### src/rtl/scaled_sprite_mapper.sv
// Purpose : maps the scan position onto a scaled, animated sprite and composites it over the background.
// Latency : 2 vga_clk edges from DrawX/DrawY to red/green/blue/sprite_hit.
// Backpressure: none; free-running pixel stream, one pixel per vga_clk.
//
// Ports:
//   vga_clk, reset              pixel clock, synchronous active-high reset
//   DrawX, DrawY, blank         scan position and active-display flag (blank high = visible)
//   sprite_x, sprite_y,
//   pos_load                    position update strobe; applied at the next frame start
//   mirror_h                    horizontal flip, captured with pos_load (SPRITE_MIRROR_EN only)
//   anim_en                     animation advance enable, evaluated at each frame start
//   rom_address, rom_q          synchronous sprite ROM, one-cycle read latency
//   pal_index, pal_*            palette lookup (pal_* is combinational from pal_index)
//   bg_*                        background colour aligned with DrawX/DrawY
//   red, green, blue,
//   sprite_hit                  registered composited pixel
//
// Optional feature macro: SPRITE_MIRROR_EN (adds mirror_h and horizontal texel flip).
module scaled_sprite_mapper #(
  parameter int SPR_W    = 16,
  parameter int SPR_H    = 16,
  parameter int SCALE_SH = 1,
  parameter int IDX_W    = 2,
  parameter int FRAMES   = 4,
  parameter int ANIM_DIV = 8,
  parameter int ADDR_W   = 10
) (
  input  logic              vga_clk,
  input  logic              reset,
  input  logic [9:0]        DrawX,
  input  logic [9:0]        DrawY,
  input  logic              blank,
  input  logic [9:0]        sprite_x,
  input  logic [9:0]        sprite_y,
  input  logic              pos_load,
`ifdef SPRITE_MIRROR_EN
  input  logic              mirror_h,
`endif
  input  logic              anim_en,
  output logic [ADDR_W-1:0] rom_address,
  input  logic [IDX_W-1:0]  rom_q,
  output logic [IDX_W-1:0]  pal_index,
  input  logic [3:0]        pal_red,
  input  logic [3:0]        pal_green,
  input  logic [3:0]        pal_blue,
  input  logic [3:0]        bg_red,
  input  logic [3:0]        bg_green,
  input  logic [3:0]        bg_blue,
  output logic [3:0]        red,
  output logic [3:0]        green,
  output logic [3:0]        blue,
  output logic              sprite_hit
);

  localparam int BOX_W = SPR_W << SCALE_SH;
  localparam int BOX_H = SPR_H << SCALE_SH;
  localparam int DIV_W = (ANIM_DIV > 1) ? $clog2(ANIM_DIV) : 1;
  localparam int FR_W  = (FRAMES > 1) ? $clog2(FRAMES) : 1;

  // Position: pending copy written by pos_load, shadow copy used by the datapath.
  logic [9:0]      r_pend_x;
  logic [9:0]      r_pend_y;
  logic            r_pend_vld;
  logic [9:0]      r_shad_x;
  logic [9:0]      r_shad_y;
`ifdef SPRITE_MIRROR_EN
  logic            r_pend_mir;
  logic            r_shad_mir;
`endif

  logic [DIV_W-1:0] r_div_cnt;
  logic [FR_W-1:0]  r_anim_frame;

  // Stage 1: side information delayed to line up with rom_q.
  logic            r_inbox_d;
  logic            r_blank_d;
  logic [3:0]      r_bg_red_d;
  logic [3:0]      r_bg_green_d;
  logic [3:0]      r_bg_blue_d;

  logic            w_frame_start;
  logic [10:0]     w_dx;
  logic [10:0]     w_dy;
  logic            w_inbox;
  logic [10:0]     w_tx_raw;
  logic [10:0]     w_tx;
  logic [10:0]     w_ty;

  assign w_frame_start = (DrawX == 10'd0) && (DrawY == 10'd0);

  // 11-bit subtraction: a scan position left of / above the sprite borrows into
  // bit 10, which makes the offset larger than any box size and so out-of-box.
  assign w_dx    = {1'b0, DrawX} - {1'b0, r_shad_x};
  assign w_dy    = {1'b0, DrawY} - {1'b0, r_shad_y};
  assign w_inbox = (w_dx < 11'(BOX_W)) && (w_dy < 11'(BOX_H));

  assign w_tx_raw = w_dx >> SCALE_SH;
  assign w_ty     = w_dy >> SCALE_SH;

`ifdef SPRITE_MIRROR_EN
  assign w_tx = r_shad_mir ? (11'(SPR_W - 1) - w_tx_raw) : w_tx_raw;
`else
  assign w_tx = w_tx_raw;
`endif

  assign rom_address = w_inbox
                     ? (ADDR_W'(r_anim_frame) * ADDR_W'(SPR_W * SPR_H)
                        + ADDR_W'(w_ty) * ADDR_W'(SPR_W)
                        + ADDR_W'(w_tx))
                     : '0;

  assign pal_index = rom_q;

  // Position capture. At a frame start the shadow takes the pending value held
  // before the edge; a simultaneous pos_load lands in pending and keeps the flag set.
  always_ff @(posedge vga_clk) begin
    if (reset) begin
      r_pend_x   <= '0;
      r_pend_y   <= '0;
      r_pend_vld <= 1'b0;
      r_shad_x   <= '0;
      r_shad_y   <= '0;
`ifdef SPRITE_MIRROR_EN
      r_pend_mir <= 1'b0;
      r_shad_mir <= 1'b0;
`endif
    end else begin
      if (w_frame_start && r_pend_vld) begin
        r_shad_x   <= r_pend_x;
        r_shad_y   <= r_pend_y;
`ifdef SPRITE_MIRROR_EN
        r_shad_mir <= r_pend_mir;
`endif
      end
      if (pos_load) begin
        r_pend_x   <= sprite_x;
        r_pend_y   <= sprite_y;
`ifdef SPRITE_MIRROR_EN
        r_pend_mir <= mirror_h;
`endif
        r_pend_vld <= 1'b1;
      end else if (w_frame_start) begin
        r_pend_vld <= 1'b0;
      end
    end
  end

  // Animation only advances at frame start so a frame never mixes two images.
  always_ff @(posedge vga_clk) begin
    if (reset) begin
      r_div_cnt    <= '0;
      r_anim_frame <= '0;
    end else if (w_frame_start && anim_en) begin
      if (r_div_cnt == DIV_W'(ANIM_DIV - 1)) begin
        r_div_cnt <= '0;
        if (r_anim_frame == FR_W'(FRAMES - 1)) begin
          r_anim_frame <= '0;
        end else begin
          r_anim_frame <= r_anim_frame + 1'b1;
        end
      end else begin
        r_div_cnt <= r_div_cnt + 1'b1;
      end
    end
  end

  always_ff @(posedge vga_clk) begin
    if (reset) begin
      r_inbox_d    <= 1'b0;
      r_blank_d    <= 1'b0;
      r_bg_red_d   <= '0;
      r_bg_green_d <= '0;
      r_bg_blue_d  <= '0;
    end else begin
      r_inbox_d    <= w_inbox;
      r_blank_d    <= blank;
      r_bg_red_d   <= bg_red;
      r_bg_green_d <= bg_green;
      r_bg_blue_d  <= bg_blue;
    end
  end

  // Stage 2: composite. Palette index 0 is transparent.
  always_ff @(posedge vga_clk) begin
    if (reset) begin
      red        <= '0;
      green      <= '0;
      blue       <= '0;
      sprite_hit <= 1'b0;
    end else if (!r_blank_d) begin
      red        <= '0;
      green      <= '0;
      blue       <= '0;
      sprite_hit <= 1'b0;
    end else if (r_inbox_d && (rom_q != '0)) begin
      red        <= pal_red;
      green      <= pal_green;
      blue       <= pal_blue;
      sprite_hit <= 1'b1;
    end else begin
      red        <= r_bg_red_d;
      green      <= r_bg_green_d;
      blue       <= r_bg_blue_d;
      sprite_hit <= 1'b0;
    end
  end

endmodule

### config.mk
export PLATFORM = sky130hd
export DESIGN_NAME = scaled_sprite_mapper
export DESIGN_NICKNAME = d
export VERILOG_FILES = /design/src/rtl/scaled_sprite_mapper.sv
export SDC_FILE = /design/constraint.sdc
export NUM_CORES = 1
export LEC_CHECK = 0
export BUFFER_PORTS_ARGS = -buffer_cell sky130_fd_sc_hd__buf_2
export CAP_MARGIN = 5
export CORE_UTILIZATION = 45
export DETAILED_ROUTE_END_ITERATION = 8
export GPL_TIMING_DRIVEN = 0
export PLACE_DENSITY = 0.71
export SLEW_MARGIN = 5
export SYNTH_ARGS = -nofsm -noshare
export SYNTH_HDL_FRONTEND = slang
export SYNTH_SLANG_ARGS = --single-unit
### constraint.sdc
create_clock -name vga_clk -period 7 [get_ports vga_clk]
set_input_delay 1.4 -clock vga_clk [delete_from_list [all_inputs] [get_ports vga_clk]]
set_output_delay 1.4 -clock vga_clk [all_outputs]
set_load 0.01 [all_outputs]
# [Yosys cells after proc, flatten, opt, wreduce, memory -nomap -nowiden]
# Index checks and enable logic that the tools add are counted.
[word_totals] reg_bits=73 input_bits=71 output_inout_bits=25 elab_cells=47
[classes] add_sub_neg=6 order_cmp=2 eq_ne=2 mux=9 n_bitwise=1 n_reduce_logical=11
[op_table] op="$lt 11x6->1 const B" count=2
[op_table] op="$sub 10x10->11" count=2
[op_table] op="$add 10x10->10" count=2
[op_table] op="$logic_not 10->1" count=2
[op_table] op="$mux 4" count=3
[op_table] op="$mux 10" count=1
[op_table] op="$logic_and 1x1->1" count=5
[op_table] op="$reduce_bool 2->1" count=2
[op_table] op="$add 3x1->3 const B" count=1
[op_table] op="$eq 3x3->1 const B" count=1
[op_table] op="$mux 1" count=3
[op_table] op="$mux 3" count=1
[op_table] op="$add 2x1->2 const B" count=1
[op_table] op="$eq 2x2->1 const B" count=1
[op_table] op="$mux 2" count=1
[op_table] op="$reduce_and 2->1" count=1
[op_table] op="$reduce_or 2->1" count=1
[op_table] op="$not 1->1" count=1

# [Depth between registers and ports, before layout]
# Gate-level depths: netlist of run 1.
[depth] word_depth=4 mapped_depth=15 mapped_depth_nobuf=14

# [Worst setup path before layout of run 1]
# No wires, ideal clock.
[synth_path] path_type="input to output" from="in DrawX[0]" to="out rom_address[9]" t_arrival_ps=4569 required_time_ps=5600 slack_ps=1031 path_stages=14 cell_sequence="nand2b_1 fa_1 a21oi_1 o21ai_0 a21oi_1 xnor2_1 ha_1 ha_1 fa_1 a21o_1 a21oi_1 xnor2_1 xnor3_2 and4b_1"
[synth_between] elab_chain_len=4 elab_cells_between_ends=5 cone_classes="2 x add/sub; 1 x order compare; 1 x mux; 1 x reduce/logical"
[synth_lines] item="start, declared" line="30" rtl="input logic [9:0] DrawX,"
[synth_lines] item="$sub 10x10->11 (*)" line="93" rtl="assign w_dx = {1'b0, DrawX} - {1'b0, r_shad_x};"
[synth_lines] item="$lt 11x6->1" line="95" rtl="assign w_inbox = (w_dx < 11'(BOX_W)) && (w_dy < 11'(BOX_H));"
[synth_lines] item="$logic_and 1x1->1" line="95"
[synth_lines] item="$mux 10 (*)" line="107" rtl="? (ADDR_W'(r_anim_frame) * ADDR_W'(SPR_W * SPR_H)"
[synth_lines] item="end, declared" line="40" rtl="output logic [ADDR_W-1:0] rom_address,"
# Mark *: on every way between the ends. The rest lies on a longest branch, timed or not.

# [Worst setup path in the final report of run 1]
[layout_path] from="in DrawX[2]" to="out rom_address[9]"
# Same word-level chain as after synthesis.

==> metrics.cfg, run 1 <==
[power]
switching_part_of_the_total_power_pct = 25.9
power.internal_mw = 0.683
cellPowerDensity_nw_per_um2 = 198
net-switching-power_mw = 0.239
power.total_mw = 0.922
power.sequential.fraction_pct = 46.9
share_of_total_power_in_the_clock_network_pct = 36.8
combinationalPowerShare_pct = 16.3
p_leak_nw = 2.05
ir_drop_v = 0.000152

[logic_synthesis]
postSynthNetCount = 529
syn_area_per_cell_um2 = 9.06
synth_ff_type = sky130_fd_sc_hd__dfxtp_1
synthTopCellsByCount = 73 x sky130_fd_sc_hd__dfxtp_1, 53 x sky130_fd_sc_hd__nor2_1, 43 x sky130_fd_sc_hd__mux2i_1, 32 x sky130_fd_sc_hd__nand2_1, 30 x sky130_fd_sc_hd__inv_1
asyncSetResetFlopFracSynth_pct = 0
synth_top_cells_by_area = sky130_fd_sc_hd__dfxtp_1 38%, sky130_fd_sc_hd__mux2i_1 11%, sky130_fd_sc_hd__ha_1 9.4%
synthDominantCellAreaShare_pct = 38.0
postSynthCellCount = 425
synth.largest_area_cell = sky130_fd_sc_hd__dfxtp_1
synthesis.area_um2 = 3850
seq_area_frac_synth_pct = 38.0
synth_most_common_cell = sky130_fd_sc_hd__dfxtp_1
ys_seq_elements = 73
synth.yosys.warnings = 0
yosys.cell_types.count = 50
synth-edff-count = 0

[setup_path]
timing.critical_path.cells = buf_2 > ha_1 > a21o_1 > a31oi_1 > nor3_1 > o22ai_1 > xor2_1 > clkbuf_1 > fa_1 > inv_1 > ha_1 > a21oi_1 > xnor2_1 > xnor3_2 > and4b_1 > buf_2
r2r_cells = 8
setup.worst_path.start_class = primary input
cp.buffers_inverters = 4
endpoint_kind = output port
timing.reg2reg.setup_slack_ns = 4.60
cp_data_required_time_ns = 5.60
max_fanout_on_critical_path = 10
critPathTopFamily = adder cells
timing_worst_setup_path_type = primary input to output port
cpPeakStageDelay_ns = 0.48
timing.rr.end = r_inbox_d
r2r_start = r_shad_x[0]
critPathArrivalTime_ns = 5.18
master_of_the_slowest_instance_on_the_critical_path = sky130_fd_sc_hd__fa_1

[global_routing]
grt_pass1_wl_mm = 13.7
antenna_found_initial = 0
grt_start_max_net_pins = 13
vias_in_the_first_global_route = 3074
globalRouteOverflowTotal = 0
total_global_routing_track_utilization_pct = 19.6

[finish]
layout.filler_cells = 757
stdcell_count = 638
post-route-util_pct = 56.3
areaGrowthSynthToFinish_pct = 20.8
antenna-diode-count = 0
layout_nets = 633
post_route_cells_drive_above_1_share_pct = 22.1
final_area_um2 = 4650

[detailed_routing]
route.detailed.drc = 0
dr.pass1.iters = 4
routed_via_density = 5.09
via_count = 3248
postRouteWirelength_mm = 8.67
ant_nets = 0
wire_per_inst_um = 13.6
first_iter_violations = 111

[place]
globalplace.congestion = 0.847
dpl_worst_slack_ns = 0.440
detailedPlacementHpwl_mm = 6.84
port_buffers = 93
post_dp_cell_area_um2 = 4450
dp_cells = 623

[status]
result_of_the_run = completed

[timing]
worst_hold_slack_ns = 0.441
worst_slew_margin_rel_pct = 50.2
final_hold_viol_count = 0
max_freq_ghz = 0.152
maxSlewViolCount = 0
postLayoutSetupSlackWorst_ns = 0.423
layout_min_cycle_time_ns = 6.58
worstMarginPinSlew_ns = 0.748
report.final.setup_viol = 0
fin_skew_ns = 0.00929
grt_setup_unrepaired = false
final.period_utilization_pct = 94.0
setup_total_negative_slack_ns = 0

[clocking]
clk_pin_slew_worst_paths_ns = 0.08
post_cts_resize_count = 0
cts_tree = built
clk_root_buffer_cell = sky130_fd_sc_hd__clkbuf_8
ctsHoldBuffers = 0
post-cts-setup-buffer-count = 0
worst_skew_pair.late_latency_ns = 0.34
clock_tree_buffer_depth = 2
cts.sinks = 73
tritoncts.num_buffers = 9
cts_h_tree_depth = 3

[die]
die_area_um2 = 8930
core_um2 = 8260
die_width_um = 94.5
pin_count = 96
die_height_um = 94.5
start_util_pct = 46.6
row_count = 33

[hold_path]
min_path_type = register to register
worstHoldStart = r_bg_green_d[1]
worst_hold_path.endpoint = green[1]
holdPathStages = 2

[flow_run]
drv.max_cap_violation_count = 0

-- placed cells by master, fill, tap and decap left out, types with 3 or more instances in the layout --
master,count
sky130_fd_sc_hd__buf_2,95
sky130_fd_sc_hd__dfxtp_1,73
sky130_fd_sc_hd__nor2_1,53
sky130_fd_sc_hd__mux2i_1,43
sky130_fd_sc_hd__nand2_1,32
sky130_fd_sc_hd__inv_1,30
sky130_fd_sc_hd__ha_1,29
sky130_fd_sc_hd__a21oi_1,28
sky130_fd_sc_hd__nor2b_1,15
sky130_fd_sc_hd__clkbuf_1,12
sky130_fd_sc_hd__clkbuf_8,11
sky130_fd_sc_hd__xnor2_1,10
sky130_fd_sc_hd__and4_1,9
sky130_fd_sc_hd__o21ai_0,8
sky130_fd_sc_hd__a21o_1,7
sky130_fd_sc_hd__xor2_1,7
sky130_fd_sc_hd__nand3_1,5
sky130_fd_sc_hd__nor4_1,5
sky130_fd_sc_hd__nand2b_1,4
sky130_fd_sc_hd__buf_4,4
sky130_fd_sc_hd__o21a_1,4
sky130_fd_sc_hd__fa_1,4
sky130_fd_sc_hd__a31oi_1,3
sky130_fd_sc_hd__o21ai_1,3
sky130_fd_sc_hd__buf_1,3
-- per-layer routing --
| metal | GRT usage (%) | up-vias | wire length (um) |
|---|---|---|---|
| li1 | - | 1676 | - |
| met1 | 23.8 | 1478 | 3880 |
| met2 | 33.9 | 77 | 4210 |
| met3 | 4.03 | 17 | 367 |
| met4 | 7.83 | 0 | 218 |
| met5 | 0 | - | 0 |
-- power by group through the flow --
stage	clock, mW	sequential, mW	combinational, mW
after floorplan	0	0.441	0.103
after global placement	0	0.442	0.145
after detailed placement	0	0.442	0.149
after CTS	0.348	0.433	0.150
after global routing	0.364	0.434	0.168
final	0.339	0.433	0.150
-- worst max path at each step --
stage / endpoint / depth (start not counted) / slack [ns] / from
floorplan: rom_address[9] / 14 / 1.03 / DrawX[0]
global placement: rom_address[9] / 16 / 0.49 / DrawX[2]
detailed placement: rom_address[9] / 16 / 0.44 / DrawX[2]
CTS: rom_address[9] / 16 / 0.43 / DrawX[2]
global route: rom_address[9] / 15 / 0.16 / DrawX[6]
finish: rom_address[9] / 16 / 0.42 / DrawX[2]
-- state kept, by name, indices dropped and copies added, names as in the netlist, 3 cells and up --
| name | count |
|---|---|
| r_shad_x | 10 |
| green | 4 |
| r_shad_y | 10 |
| r_bg_green_d | 4 |
| r_div_cnt | 3 |
| r_bg_blue_d | 4 |
| r_pend_y | 10 |
| red | 4 |
| blue | 4 |
| r_bg_red_d | 4 |
| r_pend_x | 10 |
-- tightest hold or removal path, cell delays in order, from the launching register on --
cell                      delay (ns)
sky130_fd_sc_hd__dfxtp_1        0.30
sky130_fd_sc_hd__nand2_1        0.05
sky130_fd_sc_hd__a21oi_1        0.05
-- cell families (layout without fill, tap and decap cells) --
group                      Yosys count  count (layout)  synth area share (%)
AOI/OAI and AO/OA                   74              74                  12.7
xor gates and xnor gates            18              18                  4.49
adders and majority gates           33              33                  11.5
buffers and inverters               51             159                  5.43
DFF                                 73              73                  38.0
muxes                               43              43                  11.2
and+or+nand+nor                    133             133                  16.7
-- layout make-up --
| class | count | area [um^2] | share of cell area [%] |
|---|---|---|---|
| Clock buffer | 11 | 151 | 3.26 |
| Buffer | 21 | 96.3 | 2.07 |
| Multi-Input combinational cell | 301 | 2180 | 46.9 |
| Tap cell | 105 | 131 | 2.83 |
| Inverter | 30 | 113 | 2.42 |
| Clock inverter | 4 | 51.3 | 1.10 |
| Timing Repair Buffer | 93 | 465 | 10.0 |
| Sequential cell | 73 | 1460 | 31.4 |
(Power assumes the default switching activity.)
==> run 2, diff against run 1 <==
- RECOVER_POWER: default -> 100
==> metrics.cfg, run 2 (synthesized netlist as in run 1, its figures left out) <==
[timing]
layout_min_cycle_time_ns = 6.62  ; +0.0424 ns
setup_total_negative_slack_ns = 0  ; unchanged
grt_setup_unrepaired = false
worst_slew_margin_rel_pct = 48.8  ; -1.3 points
final.period_utilization_pct = 94.6  ; +0.61 points
maxSlewViolCount = 0  ; unchanged
fin_skew_ns = 0.0119  ; +0.00257 ns
worstMarginPinSlew_ns = 0.768  ; +0.0200 ns
report.final.setup_viol = 0  ; unchanged
final_hold_viol_count = 0  ; unchanged
max_freq_ghz = 0.151  ; -0.64%

[finish]
mostFrequentLayoutCells = 73 x sky130_fd_sc_hd__dfxtp_1, 70 x sky130_fd_sc_hd__buf_2, 53 x sky130_fd_sc_hd__nor2_1, 43 x sky130_fd_sc_hd__mux2i_1, 39 x sky130_fd_sc_hd__clkbuf_1
layout_nets = 633  ; unchanged
post_route_cells_drive_above_1_share_pct = 16.9  ; -5.3 points
layout.filler_cells = 775  ; +2.4%
areaGrowthSynthToFinish_pct = 19.5
antenna-diode-count = 0  ; unchanged
stdcell_count = 638  ; unchanged
layout_commonest_cell = sky130_fd_sc_hd__dfxtp_1

[global_routing]
globalRouteOverflowTotal = 0  ; unchanged
antenna_found_initial = 0  ; unchanged
grt_pass1_wl_mm = 13.7  ; unchanged
vias_in_the_first_global_route = 3074  ; unchanged
total_global_routing_track_utilization_pct = 19.6  ; unchanged
grt_start_max_net_pins = 13  ; unchanged

[place]
port_buffers = 93  ; unchanged
globalplace.congestion = 0.847  ; unchanged
detailedPlacementHpwl_mm = 6.84  ; unchanged
dp_cells = 623  ; unchanged

[die]
die_area_um2 = 8930  ; unchanged
pin_count = 96  ; unchanged
core_um2 = 8260  ; unchanged
start_util_pct = 46.6  ; unchanged
row_count = 33  ; unchanged
die_height_um = 94.5  ; unchanged
die_width_um = 94.5  ; unchanged

[hold_path]
min_path_type = register to register

[clocking]
cts_h_tree_depth = 3  ; unchanged
worst_skew_pair.late_latency_ns = 0.34  ; about the same
clock_tree_buffer_depth = 2  ; unchanged
clk_pin_slew_worst_paths_ns = 0.08  ; about the same
clk_root_buffer_cell = sky130_fd_sc_hd__clkbuf_8
tritoncts.num_buffers = 9  ; unchanged
post_cts_resize_count = 0  ; unchanged
cts_tree = built
ctsHoldBuffers = 0  ; unchanged
post-cts-setup-buffer-count = 0  ; unchanged
cts.sinks = 73  ; unchanged

[power]
cellPowerDensity_nw_per_um2 = 200  ; +0.79%
ir_drop_v = 0.000151  ; -0.61%
p_leak_nw = 1.94  ; -5.4%

[setup_path]
timing_worst_setup_path_type = primary input to output port
endpoint_kind = output port
max_fanout_on_critical_path = 10  ; unchanged
cp_data_required_time_ns = 5.60  ; about the same
timing.reg2reg.setup_slack_ns = 4.27  ; -0.33 ns
setup.worst_path.start_class = primary input
critPathArrivalTime_ns = 5.22  ; +0.04 ns

[detailed_routing]
via_count = 3245  ; -0.092%
ant_nets = 0  ; unchanged
postRouteWirelength_mm = 8.73  ; +0.72%
route.detailed.drc = 0  ; unchanged
routed_via_density = 5.09  ; about the same
first_iter_violations = 83  ; -25%
dr.pass1.iters = 4  ; unchanged
wire_per_inst_um = 13.7  ; +0.72%

[status]
result_of_the_run = completed

[flow_run]
drv.max_cap_violation_count = 0  ; unchanged

[run 2: cell type report]
class                      count  area, um^2  share of cell area (%)
buffer                        21        90.1                    1.96
clock buffer                  11         151                    3.29
clock inverter                 4        51.3                    1.12
inverter                      30         113                    2.45
multi-input combinational    301        2170                    47.1
sequential                    73        1460                    31.8
tap                          105         131                    2.86
timing repair buffer          93         437                    9.49
[run 2: critical path, stage by stage]
cell                       delay [ns]
sky130_fd_sc_hd__buf_2           0.11
sky130_fd_sc_hd__ha_1            0.35
sky130_fd_sc_hd__a21o_1          0.18
sky130_fd_sc_hd__a31oi_1         0.34
sky130_fd_sc_hd__nor3_1          0.11
sky130_fd_sc_hd__o22ai_1         0.20
sky130_fd_sc_hd__xor2_1          0.26
sky130_fd_sc_hd__clkbuf_1        0.35
sky130_fd_sc_hd__fa_1            0.47
sky130_fd_sc_hd__inv_1           0.07
sky130_fd_sc_hd__ha_1            0.25
sky130_fd_sc_hd__a21oi_1         0.18
sky130_fd_sc_hd__xnor2_1         0.16
sky130_fd_sc_hd__xnor3_2         0.37
sky130_fd_sc_hd__and4b_1         0.26
sky130_fd_sc_hd__clkbuf_1        0.16
[run 2: final timing paths]
check	from	to	cells after the start
worst max-delay path	DrawX[2]	rom_address[9]	16
worst min-delay path	r_bg_green_d[1]	green[1]	2
worst max register to register	r_shad_x[0]	r_inbox_d	8
worst min register to register	r_bg_green_d[1]	green[1]	2
[run 2: through the flow]
stage	setup slack [ns]	hold WS, ns	total power, mW	utilization, %	area [um^2]
floorplan	1.03	0.422	0.544	-	3850
finish	0.380	0.441	0.920	55.7	4600
global placement	0.492	0.427	0.587	53.8	4450
detailed placement	0.440	0.429	0.591	53.8	4450
CTS	0.431	0.443	0.931	56.3	4650
global route	0.100	0.474	0.965	55.7	4600
[run 2: layer usage]
layer  wire, um  GRT usage [%]  share of wire [%]  up-vias
met2       4240           33.9                 49       80
met3        341           4.03                3.9       15
met5          0              0                  0        -
li1           -              -                  -     1666
met1       3950           23.8                 45     1484
met4        200           7.83                2.3        0
[run 2: where the power goes]
part / leakage (nW) / switching, mW / internal [mW]
sequential: 0.596 / 0.00552 / 0.427
combinational: 1.24 / 0.0763 / 0.0718
clock: 0.102 / 0.156 / 0.183
total: 1.94 / 0.238 / 0.682
==> run 3, diff against run 2 <==
- PLACE_DENSITY: 0.71 -> 0.69
==> metrics.cfg, run 3 (synthesized netlist as in run 1, its figures left out) <==
[global_routing]
globalRouteOverflowTotal = 0  ; unchanged
grt_pass1_wl_mm = 14.0  ; +2.5%
vias_in_the_first_global_route = 3019  ; -1.8%
antenna_found_initial = 0  ; unchanged
total_global_routing_track_utilization_pct = 20.3  ; +0.64 points
grt_start_max_net_pins = 14  ; +1

[finish]
stdcell_count = 639  ; +0.16%
layout_nets = 633  ; unchanged
layout_commonest_cell = sky130_fd_sc_hd__dfxtp_1
mostFrequentLayoutCells = 73 x sky130_fd_sc_hd__dfxtp_1, 72 x sky130_fd_sc_hd__buf_2, 53 x sky130_fd_sc_hd__nor2_1, 43 x sky130_fd_sc_hd__mux2i_1, 37 x sky130_fd_sc_hd__clkbuf_1
antenna-diode-count = 0  ; unchanged
post_route_cells_drive_above_1_share_pct = 17.4  ; +0.53 points
areaGrowthSynthToFinish_pct = 18.8

[detailed_routing]
postRouteWirelength_mm = 8.61  ; -1.4%
first_iter_violations = 135  ; +63%
detail_route.wirelength.met1_mm = 4.07  ; +3.0%
routed-wl-met3_um = 424  ; +24%
dr.pass1.iters = 6  ; +2
routed_via_density = 5.03  ; -1.2%
wl_met2_mm = 3.95  ; -6.8%
route.detailed.drc = 0  ; unchanged
wire_per_inst_um = 13.5  ; -1.5%
topRoutingLayerUsed = met4
via_count = 3211  ; -1.0%
ant_nets = 0  ; unchanged

[setup_path]
max_fanout_on_critical_path = 3  ; -7
r2r_cells = 8  ; unchanged
cp_data_required_time_ns = 5.60  ; about the same
master_of_the_slowest_instance_on_the_critical_path = sky130_fd_sc_hd__fa_1
crit_cells = 16  ; unchanged
timing.critical_path.cells = buf_2 > nand2b_1 > fa_1 > a21oi_1 > o21ai_0 > a21oi_1 > xnor2_1 > ha_1 > ha_1 > fa_1 > a21o_1 > a21oi_1 > xnor2_1 > xnor3_2 > and4b_1 > clkbuf_1
cp.buffers_inverters = 2  ; -2
setup.worst_path.start_class = primary input
critPathTopFamily = adder cells
cpPeakStageDelay_ns = 0.41  ; -0.06 ns
endpoint_kind = output port
cp_common_cell = sky130_fd_sc_hd__a21oi_1
timing_worst_setup_path_type = primary input to output port
critPathArrivalTime_ns = 5.10  ; -0.12 ns

[die]
core_um2 = 8260  ; unchanged
start_util_pct = 46.6  ; unchanged
pin_count = 96  ; unchanged
die_area_um2 = 8930  ; unchanged
die_width_um = 94.5  ; unchanged
die_height_um = 94.5  ; unchanged
row_count = 33  ; unchanged

[hold_path]
holdPathStages = 2  ; unchanged
min_path_type = register to register

[place]
port_buffers = 93  ; unchanged
globalplace.congestion = 0.857  ; +1.2%
detailedPlacementHpwl_mm = 6.81  ; -0.48%
dp_cells = 623  ; unchanged

[clocking]
clk_root_buffer_cell = sky130_fd_sc_hd__clkbuf_8
tritoncts.num_buffers = 9  ; unchanged
clock_tree_buffer_depth = 2  ; unchanged
worst_skew_pair.late_latency_ns = 0.34  ; about the same
cts.sinks = 73  ; unchanged
clk_pin_slew_worst_paths_ns = 0.07  ; about the same
ctsHoldBuffers = 0  ; unchanged
cts_h_tree_depth = 3  ; unchanged
post-cts-setup-buffer-count = 0  ; unchanged
cts_tree = built

[power]
p_leak_nw = 1.93  ; -0.46%
cellPowerDensity_nw_per_um2 = 191  ; -4.5%
ir_drop_v = 0.000146  ; -2.8%

[timing]
max_freq_ghz = 0.154  ; +1.8%
grt_setup_unrepaired = false
report.final.setup_viol = 0  ; unchanged
final.period_utilization_pct = 92.9  ; -1.7 points
layout_min_cycle_time_ns = 6.50  ; -0.116 ns
setup_total_negative_slack_ns = 0  ; unchanged
fin_skew_ns = 0.0111  ; -0.000709 ns
maxSlewViolCount = 0  ; unchanged
worstMarginPinSlew_ns = 0.748  ; -0.0200 ns
final_hold_viol_count = 0  ; unchanged
worst_slew_margin_rel_pct = 50.2  ; +1.3 points

[status]
result_of_the_run = completed

[flow_run]
drv.max_cap_violation_count = 0  ; unchanged

==> run 3: per-stage QoR <==
stage	setup slack (ns)	total power [mW]	hold slack (ns)	area (um^2)	util, %
6_report	0.496	0.873	0.442	4570	55.4
5_1_grt	0.128	0.916	0.469	4570	55.4
4_1_cts	0.403	0.881	0.442	4620	55.9
3_5_place_dp	0.414	0.592	0.429	4450	53.8
3_3_place_gp	0.451	0.588	0.424	4450	53.8
2_1_floorplan	1.03	0.544	0.422	3850	-
==> run 3: path summary, 6_finish.rpt <==
check                                    start             end  slack, ns
worst max-delay path                  DrawX[0]  rom_address[9]       0.50
worst min-delay path            r_bg_blue_d[0]         blue[0]       0.44
worst max register to register     r_shad_x[0]       r_inbox_d       4.21
worst min register to register  r_bg_blue_d[0]         blue[0]       0.44
==> run 3: final cells by class <==
type / count / area (um^2)
well taps: 105 / 131
repair buffers: 93 / 439
fillers: 795 / 3690
flip-flops and latches: 73 / 1460
clock buffers: 10 / 128
inverters: 30 / 113
clock inverters: 6 / 42.5
multi-input cells: 301 / 2170
plain buffers: 21 / 91.3
==> run 3: power by group <==
group	total [mW]	switching (mW)	internal, mW
registers	0.433	0.00532	0.427
logic	0.148	0.0761	0.0720
clock network	0.292	0.163	0.129
==> run 3: what timing repair did <==
action | in CTS | in global routing
hold endpoints to repair | 0 | 0
gates resized for setup | 0 | 2
setup endpoints to repair | 0 | 1
==> run 3: metal layers <==
layer | track usage (%) | vias to the layer above
li1 | - | 1674
met1 | 26.0 | 1445
met2 | 33.2 | 79
met3 | 4.43 | 13
met4 | 7.70 | 0
met5 | 0 | -
==> run 3: tightest hold or removal path, delay by kind of cell (launching register included) <==
kind / cells / cell delay [ns]
DFF: 1 / 0.30
AOI/OAI and AO/OA: 1 / 0.05
and+or+nand+nor: 1 / 0.05
